**src/rtl/mm_iddmm_ctrl.sv**
```systemverilog
// Sequencer for one IDDMM processing element. After a start pulse it walks the
// outer index i over 0..N-1 and the inner index j over 0..N. For each (i, j) it
// issues operand-RAM reads, and one cycle later presents the matching PE controls,
// zero-forcing flags and a-RAM write-back. The one-cycle delay lines the PE
// controls up with the synchronous RAM read data. This block does no arithmetic.
module mm_iddmm_ctrl #(
   parameter int K = 128,
   parameter int N = 32,
   localparam int AW = $clog2(N)
) (
   input  logic          clk,
   input  logic          rst,
   input  logic          start,
   output logic          busy,
   output logic          done,
   output logic          rd_en,
   output logic [AW-1:0] x_raddr,
   output logic [AW-1:0] m_raddr,
   output logic [AW-1:0] a_raddr,
   output logic [AW-1:0] y_raddr,
   output logic [AW-1:0] pe_i,
   output logic [AW:0]   pe_j,
   output logic          pe_j00,
   output logic          x_zero,
   output logic          m_zero,
   output logic          a_zero,
   output logic          a_we,
   output logic [AW-1:0] a_waddr
);

   // The address arithmetic assumes a power-of-two word count of at least two.
   // K only documents the datapath word width.
   if (N < 2 || (N & (N - 1)) != 0 || K < 1) begin : gParamCheck
      $error("mm_iddmm_ctrl: N must be a power of two >= 2 and K >= 1");
   end

   localparam logic [AW:0]   JLAST = (AW+1)'(N);
   localparam logic [AW-1:0] ILAST = AW'(N - 1);

   typedef enum logic [2:0] {
      IDLE,
      J00,
      ROW,
      DRAIN,
      FIN
   } state_t;

   state_t        state_q, state_d;
   logic [AW-1:0] row_q, row_d;
   logic [AW:0]   col_q, col_d;

   logic          issueValid;
   logic          issueJ00;
   logic          issueRd;
   logic [AW:0]   issueJ;
   logic [AW-1:0] issueIdx;

   logic [AW-1:0] peI_q, peI_d;
   logic [AW:0]   peJ_q, peJ_d;
   logic          peJ00_q, peJ00_d;
   logic          xmZero_q, xmZero_d;
   logic          aZero_q, aZero_d;
   logic          aWe_q, aWe_d;
   logic [AW-1:0] aWaddr_q, aWaddr_d;

   // Issue-stage state and indices; reset aborts any operation in flight.
   always_ff @(posedge clk or posedge rst) begin
      if (rst) begin
         state_q <= IDLE;
         row_q   <= '0;
         col_q   <= '0;
      end else begin
         state_q <= state_d;
         row_q   <= row_d;
         col_q   <= col_d;
      end
   end

   // Next-state logic: J00 issues the j=0 pre-step, ROW sweeps j=0..N, then the
   // row index advances or the sequence drains. start is only honoured in IDLE.
   always_comb begin
      state_d = state_q;
      row_d   = row_q;
      col_d   = col_q;
      unique case (state_q)
         IDLE: begin
            if (start) begin
               state_d = J00;
               row_d   = '0;
               col_d   = '0;
            end
         end
         J00: begin
            state_d = ROW;
            col_d   = '0;
         end
         ROW: begin
            if (col_q != JLAST) begin
               col_d = col_q + 1'b1;
            end else if (row_q != ILAST) begin
               row_d   = row_q + 1'b1;
               col_d   = '0;
               state_d = J00;
            end else begin
               row_d   = '0;
               col_d   = '0;
               state_d = DRAIN;
            end
         end
         DRAIN: state_d = FIN;
         FIN:   state_d = IDLE;
         default: state_d = IDLE;
      endcase
   end

   // Issue-stage decode: read strobes and addresses, plus the values that the
   // PE stage will see one cycle later. At j==N no RAM word exists, so rd_en drops.
   always_comb begin
      issueValid = (state_q == J00) || (state_q == ROW);
      issueJ00   = (state_q == J00);
      issueJ     = (state_q == ROW) ? col_q : '0;
      issueIdx   = issueJ[AW-1:0];
      issueRd    = issueJ00 || ((state_q == ROW) && (col_q != JLAST));

      peI_d    = issueValid ? row_q : '0;
      peJ_d    = issueJ;
      peJ00_d  = issueJ00;
      xmZero_d = issueValid && (issueJ == JLAST);
      aZero_d  = issueValid && ((row_q == '0) || (issueJ == JLAST));
      aWe_d    = issueValid && !issueJ00 && (issueJ != '0);
      // For j==N the low bits are zero, so subtracting one wraps to N-1 as intended.
      aWaddr_d = aWe_d ? (issueIdx - 1'b1) : '0;
   end

   // PE stage: the issue values delayed once to align with RAM read data.
   always_ff @(posedge clk or posedge rst) begin
      if (rst) begin
         peI_q    <= '0;
         peJ_q    <= '0;
         peJ00_q  <= 1'b0;
         xmZero_q <= 1'b0;
         aZero_q  <= 1'b0;
         aWe_q    <= 1'b0;
         aWaddr_q <= '0;
      end else begin
         peI_q    <= peI_d;
         peJ_q    <= peJ_d;
         peJ00_q  <= peJ00_d;
         xmZero_q <= xmZero_d;
         aZero_q  <= aZero_d;
         aWe_q    <= aWe_d;
         aWaddr_q <= aWaddr_d;
      end
   end

   assign busy    = (state_q != IDLE);
   assign done    = (state_q == FIN);
   assign rd_en   = issueRd;
   assign x_raddr = issueRd ? issueIdx : '0;
   assign m_raddr = issueRd ? issueIdx : '0;
   assign a_raddr = issueRd ? issueIdx : '0;
   assign y_raddr = issueValid ? row_q : '0;
   assign pe_i    = peI_q;
   assign pe_j    = peJ_q;
   assign pe_j00  = peJ00_q;
   assign x_zero  = xmZero_q;
   assign m_zero  = xmZero_q;
   assign a_zero  = aZero_q;
   assign a_we    = aWe_q;
   assign a_waddr = aWaddr_q;

endmodule

```
**config.mk**
```make
export PLATFORM = sky130hd
export DESIGN_NAME = mm_iddmm_ctrl
export DESIGN_NICKNAME = d
export VERILOG_FILES = /design/src/rtl/mm_iddmm_ctrl.sv
export SDC_FILE = /design/constraint.sdc
export NUM_CORES = 1
export LEC_CHECK = 0
export ABC_CLOCK_PERIOD_IN_PS = 2500
export CAP_MARGIN = 5
export CORE_MARGIN = 2
export CORE_UTILIZATION = 47
export DETAILED_ROUTE_END_ITERATION = 8
export PLACE_DENSITY = 0.77
export REMOVE_ABC_BUFFERS = 1
export SLEW_MARGIN = 20
export SYNTH_ARGS = -nofsm -noshare
export SYNTH_HDL_FRONTEND = slang
export SYNTH_SLANG_ARGS = --single-unit
```
**constraint.sdc**
```tcl
create_clock -name clk -period 2.5 [get_ports clk]
set_clock_uncertainty 0.2 [all_clocks]
set_input_delay 0.5 -clock clk [delete_from_list [all_inputs] [get_ports clk]]
set_output_delay 0.5 -clock clk [all_outputs]
set_load 0.01 [all_outputs]
```
==> results.sh, run 1 <==
export IMPL_holdPathStages=1
export IMPL_synth_edf_count=0
export IMPL_fin_cells=270
export IMPL_drive_gt1_share_pct=26.8
export IMPL_start_util_pct=50.0
export IMPL_critPathSlowestCell="or4b_4"
export IMPL_setup_worst_path_end_class="primary output"
export IMPL_dieArea_mm2=0.00410
export IMPL_period_share_pct=99.4
export IMPL_wl_mm=3.89
export IMPL_setup_ws_ns=0.0150
export IMPL_slew_headroom_pct=66.1
export IMPL_core_mm2=0.00339
export IMPL_cp_top_family="simple AND/OR/NAND/NOR gates"
export IMPL_ys_dominant_reg_cell="dfrtp_1"
export IMPL_path_clk_slew_ns=0.10
export IMPL_path_cells="or4b_4, nor2_4, a21boi_2, clkdlybuf4s15_2"
export IMPL_h_tree_depth=2
export IMPL_place_ws_ns=-0.0976
export IMPL_hold_violations=0
export IMPL_fin_nets=231
export IMPL_synth_cells=167
export IMPL_cts_root_buffer="clkbuf_4"
export IMPL_yosys_area_top_type="dfrtp_1"
export IMPL_fmax_ghz=0.402
export IMPL_fin_tns_setup_ns=0
export IMPL_criticalPathCategory="reg2out"
export IMPL_io_pins=47
export IMPL_layout_commonest_cell="dfrtp_1"
export IMPL_ys_top_cells_by_area="dfrtp_1 (50%), buf_4 (4.9%), ha_1 (3.7%)"
export IMPL_ff2ff_path_depth=4
export IMPL_cpPeakStageDelay_ns=0.58
export IMPL_min_period_ns=2.49
export IMPL_layout_common_cells="dfrtp_1 (34), clkdlybuf4s50_1 (24), buf_4 (20), clkbuf_2 (11), o21ai_0 (10)"
export IMPL_place_congestion=0.852
export IMPL_synth_seq_cells=34
export IMPL_syn_to_final_growth_pct=37.6
export IMPL_worst_pin_slew_ns=0.504
export IMPL_ys_types=42
export IMPL_async_flop_share_pct=100
export IMPL_die_w_um=64.1
export IMPL_placed_cells=257
export IMPL_setup_viol=0
export IMPL_leakage_uw=0.00105
export IMPL_outcome="completed"
export IMPL_power_density_mw_per_mm2=377
export IMPL_drcViolationCount=0
export IMPL_cts_tree="done"
export IMPL_antenna_found_initial=0
export IMPL_viasPerCell=5.29
export IMPL_drv_cap=0
export IMPL_grt_use_total_pct=20.4
export IMPL_netlist_area_mm2=0.00170
export IMPL_rows=21
export IMPL_detail_route_wl_per_cell_um=14.4
export IMPL_clkSinkCount=34
export IMPL_crit_fanout=3
export IMPL_clock_path_buffers=2
export IMPL_overflow=0
export IMPL_ir_worst_vdd_uv=270
export IMPL_rsz0062_at_grt="yes"
export IMPL_avgSynthCellArea_um2=10.2
export IMPL_nFillCells=258
export IMPL_timing_hold_ws_ns=0.351
export IMPL_grt_pass1_wl_mm=6.47
export IMPL_crit_buf_inv=1
export IMPL_dr_pass1_iters=4
export IMPL_io_buffers=46
export IMPL_crit_required_ns=1.80
export IMPL_dieHeight_um=64.1
export IMPL_cp_arrival_ns=1.79
export IMPL_finalMaxSlewViolations=0
export IMPL_grt_pass1_vias=1346
export IMPL_num_antenna_cells=0
export IMPL_ant_nets=0
export IMPL_crit_cells=4
export IMPL_cts_made_buffers=5
export IMPL_hp_class="reg2reg"
export IMPL_vias=1429
export IMPL_dp_hpwl_mm=2.78
export IMPL_seq_area_frac_synth_pct=50.2
export IMPL_clk_latency_ns=0.33
export IMPL_power_uw=880
export IMPL_drt_iter0_drc=68
export IMPL_ctsHoldBuffers=0
export IMPL_cp_start_kind="register"
export IMPL_ys_warn_count=0
export IMPL_grt_max_degree=35
export IMPL_synth_top_area_share_pct=50.2
==> flip-flops by register name (all words and copies together), names as in the netlist <==
signal / flops
a_we: 1
a_zero: 1
m_zero: 1
col_q: 6
state_q: 3
a_waddr: 5
row_q: 5
pe_i: 5
pe_j00: 1
pe_j: 6
==> power breakdown <==
part / switching (uW) / leakage, uW / internal [uW] / total, uW
Clock: 179 / 0.0000353 / 136 / 316
Combinational: 11.0 / 0.000615 / 4.09 / 15.1
Sequential: 0 / 0.000404 / 550 / 550
==> synthesized netlist by cell type (4+ instances only) <==
library cell	instances
dfrtp_1	34
buf_4	11
nor2_1	11
o21ai_0	11
and2_1	8
clkbuf_1	8
inv_1	8
nand2_1	6
nor3_1	6
ha_1	5
nand3_1	5
a21oi_1	4
or3_1	4
==> cell families (layout without fill, tap and decap cells) <==
family	Yosys count	after routing	share of synthesized area, %
flops	34	34	50.2
compound gates	32	32	12.7
buf+inv	28	85	8.71
simple gates	64	64	22.5
fa+ha+maj	5	5	3.69
mux	2	2	1.18
xor+xnor	2	2	1.03
==> through the flow <==
step | instance area, um2 | util (%)
6_report | 2330 | 68.8
5_1_grt | 2330 | 68.8
4_1_cts | 2330 | 68.8
3_5_place_dp | 2230 | 65.8
3_3_place_gp | 2230 | 65.8
2_1_floorplan | 1580 | -
==> routing by layer <==
layer | vias to the layer above | part of all wire [%] | global-route usage, %
li1 | 687 | - | -
met1 | 688 | 46 | 27.5
met2 | 49 | 48 | 32.8
met3 | 5 | 4.5 | 3.70
met4 | 0 | 1.4 | 7.34
met5 | - | 0 | 0
==> path summary, 6_finish.rpt <==
kind	startpoint	endpoint	slack, ns
max	col_q[4]	x_raddr[0]	0.01
min	row_q[0]	row_q[0]	0.35
max reg2reg	state_q[0]	col_q[5]	0.55
min reg2reg	row_q[0]	row_q[0]	0.35
max in group asynchronous	rst	a_waddr[2]	1.45
min in group asynchronous	rst	pe_j[3]	0.36
==> area by class of cell <==
class	instances	area, um2	area share, %
tap	46	57.6	2.47
clock buffer	7	55.1	2.36
multi-input combinational	105	758	32.5
timing repair buffer	69	576	24.7
sequential	34	851	36.5
inverter	8	30.0	1.29
clock inverter	1	5.00	0.215
==> worst register-to-register path, cell delays in order, from the launching register on <==
cell and delay, ns:
dfrtp_1 0.43, or3b_1 0.42, buf_4 0.22, or4_1 0.52
o211ai_1 0.09
==> what timing repair did <==
item,in CTS,in global routing
cloned,0,0
setup endpoints to repair,21,14
setup buffers,4,1
resized for setup,42,30
pin swaps,3,4
(Power assumes the default switching activity.)
==> run 2: changes to the inputs <==
Settings changed: ABC_CLOCK_PERIOD_IN_PS 2500 to 2070, CORE_UTILIZATION 47 to 43, HOLD_SLACK_MARGIN from default to 0.05, PLACE_DENSITY 0.77 to 0.74.
Clock period 2.5 ns to 2.07 ns, I/O delays scaled along.
==> results.sh, run 2 (synthesis gave the netlist of run 1 again) <==
export IMPL_layout_common_cells="buf_4 (38), dfrtp_1 (34), clkdlybuf4s50_1 (23), buf_6 (18), buf_2 (11)"
export IMPL_worst_pin_slew_ns=0.651
export IMPL_multiInputGateArea_um2=813
export IMPL_leakage_uw=0.00124
export IMPL_cts_tree="done"
export IMPL_min_period_ns=2.29
export IMPL_ant_nets=0
export IMPL_slew_headroom_pct=56.2
export IMPL_period_share_pct=111
export IMPL_ctsHoldBuffers=0
export IMPL_dr_pass1_iters=5
export IMPL_grt_pass1_vias=1603
export IMPL_violations="setup timing"
export IMPL_wl_mm=5.19
export IMPL_io_pins=47
export IMPL_clk_latency_ns=0.30
export IMPL_clkSinkCount=34
export IMPL_fin_tns_setup_ns=-2.88
export IMPL_grt_pass1_wl_mm=7.73
export IMPL_rows=22
export IMPL_die_w_um=66.8
export IMPL_fmax_ghz=0.437
export IMPL_crit_fanout=3
export IMPL_overflow=0
export IMPL_criticalPathCategory="reg2out"
export IMPL_syn_to_final_growth_pct=59.3
export IMPL_antenna_found_initial=0
export IMPL_grt_use_total_pct=23.9
export IMPL_path_clk_slew_ns=0.07
export IMPL_dp_hpwl_mm=3.07
export IMPL_setup_ws_ns=-0.218
export IMPL_seqCellArea_um2=851
export IMPL_drt_iter0_drc=85
export IMPL_critPathSlowestCell="or4b_4"
export IMPL_hp_class="in2async"
export IMPL_cts_root_buffer="clkbuf_8"
export IMPL_crit_required_ns=1.46
export IMPL_dieHeight_um=66.8
export IMPL_cts_made_buffers=5
export IMPL_drcViolationCount=0
export IMPL_cp_start_kind="register"
export IMPL_place_congestion=0.860
export IMPL_core_mm2=0.00372
export IMPL_use_met3_pct=4.73
export IMPL_path_cells="or4b_4, nor2_4, a21boi_2, buf_2"
export IMPL_io_buffers=46
export IMPL_setup_worst_path_end_class="primary output"
export IMPL_timing_hold_ws_ns=0.315
export IMPL_drv_cap=0
export IMPL_hold_violations=0
export IMPL_nFillCells=247
export IMPL_drive_gt1_share_pct=42.1
export IMPL_clock_path_buffers=2
export IMPL_grt_busiest_layer="met2"
export IMPL_num_antenna_cells=0
export IMPL_start_util_pct=45.6
export IMPL_place_ws_ns=-0.420
export IMPL_grt_use_met1_pct=28.8
export IMPL_power_uw=1430
export IMPL_detail_route_wl_per_cell_um=17.6
export IMPL_h_tree_depth=2
export IMPL_ir_worst_vdd_uv=371
export IMPL_fin_nets=254
export IMPL_power_density_mw_per_mm2=529
export IMPL_setup_viol=20
export IMPL_cpPeakStageDelay_ns=0.60
export IMPL_outcome="complete, but fails checks"
export IMPL_layout_commonest_cell="buf_4"
export IMPL_viasPerCell=5.69
export IMPL_vias=1678
export IMPL_grt_max_degree=35
export IMPL_rsz0062_at_grt="yes"
export IMPL_met2_usage_pct=39.9
export IMPL_cp_arrival_ns=1.67
export IMPL_finalMaxSlewViolations=0
export IMPL_dieArea_mm2=0.00446
## run 2: timing repair
action,CTS,global route
buffers inserted,11,6
gates resized for setup,128,18
pin swaps,7,10
endpoints found under the setup margin,23,25
gates cloned,0,0
## run 2: worst max-delay path: cells and delay by family (launching register included)
family | cells | cell delay, ns
AOI/OAI and AO/OA | 1 | 0.08
and+or+nand+nor | 2 | 0.76
buffers and inverters | 1 | 0.14
DFF | 1 | 0.39
## run 2: per-stage QoR
step | utilization, % | std cells | instance area [um2]
6_report | 72.7 | 295 | 2700
5_1_grt | 72.7 | 295 | 2700
4_1_cts | 70.1 | 289 | 2610
3_5_place_dp | 62.3 | 270 | 2320
3_3_place_gp | 62.3 | 270 | 2320
2_1_floorplan | - | 147 | 1580
## run 2: final timing paths
path                            start         end  slack, ns  cells after the start
setup / recovery             col_q[4]  m_raddr[0]      -0.22                      4
max in group asynchronous         rst     pe_j[1]       1.04                      3
setup reg to reg           state_q[2]    col_q[5]       0.04                      5
hold reg to reg              row_q[0]    row_q[0]       0.37                      1
min in group clk             row_q[0]    row_q[0]       0.37                      1
hold / removal                    rst     pe_i[3]       0.32                      3
## run 2: layout make-up
class | instances | share of cell area, %
clock buffers | 5 | 2.55
inverters | 8 | 1.11
clock inverters | 3 | 2.55
flip-flops and latches | 34 | 31.5
well taps | 48 | 2.22
multi-input cells | 105 | 30.1
repair buffers | 92 | 29.9
## run 2: where the power goes
part           total [uW]  switching [uW]  leakage (uW)  internal (uW)
sequential            664               0      0.000404            664
combinational        20.5            14.4      0.000770           6.11
clock                 744             262     0.0000683            482
## run 2: routing by layer
| metal | routed length (um) | vias to the layer above |
|---|---|---|
| li1 | - | 739 |
| met1 | 1970 | 823 |
| met3 | 404 | 18 |
| met5 | 0 | - |
| met2 | 2670 | 98 |
| met4 | 152 | 0 |
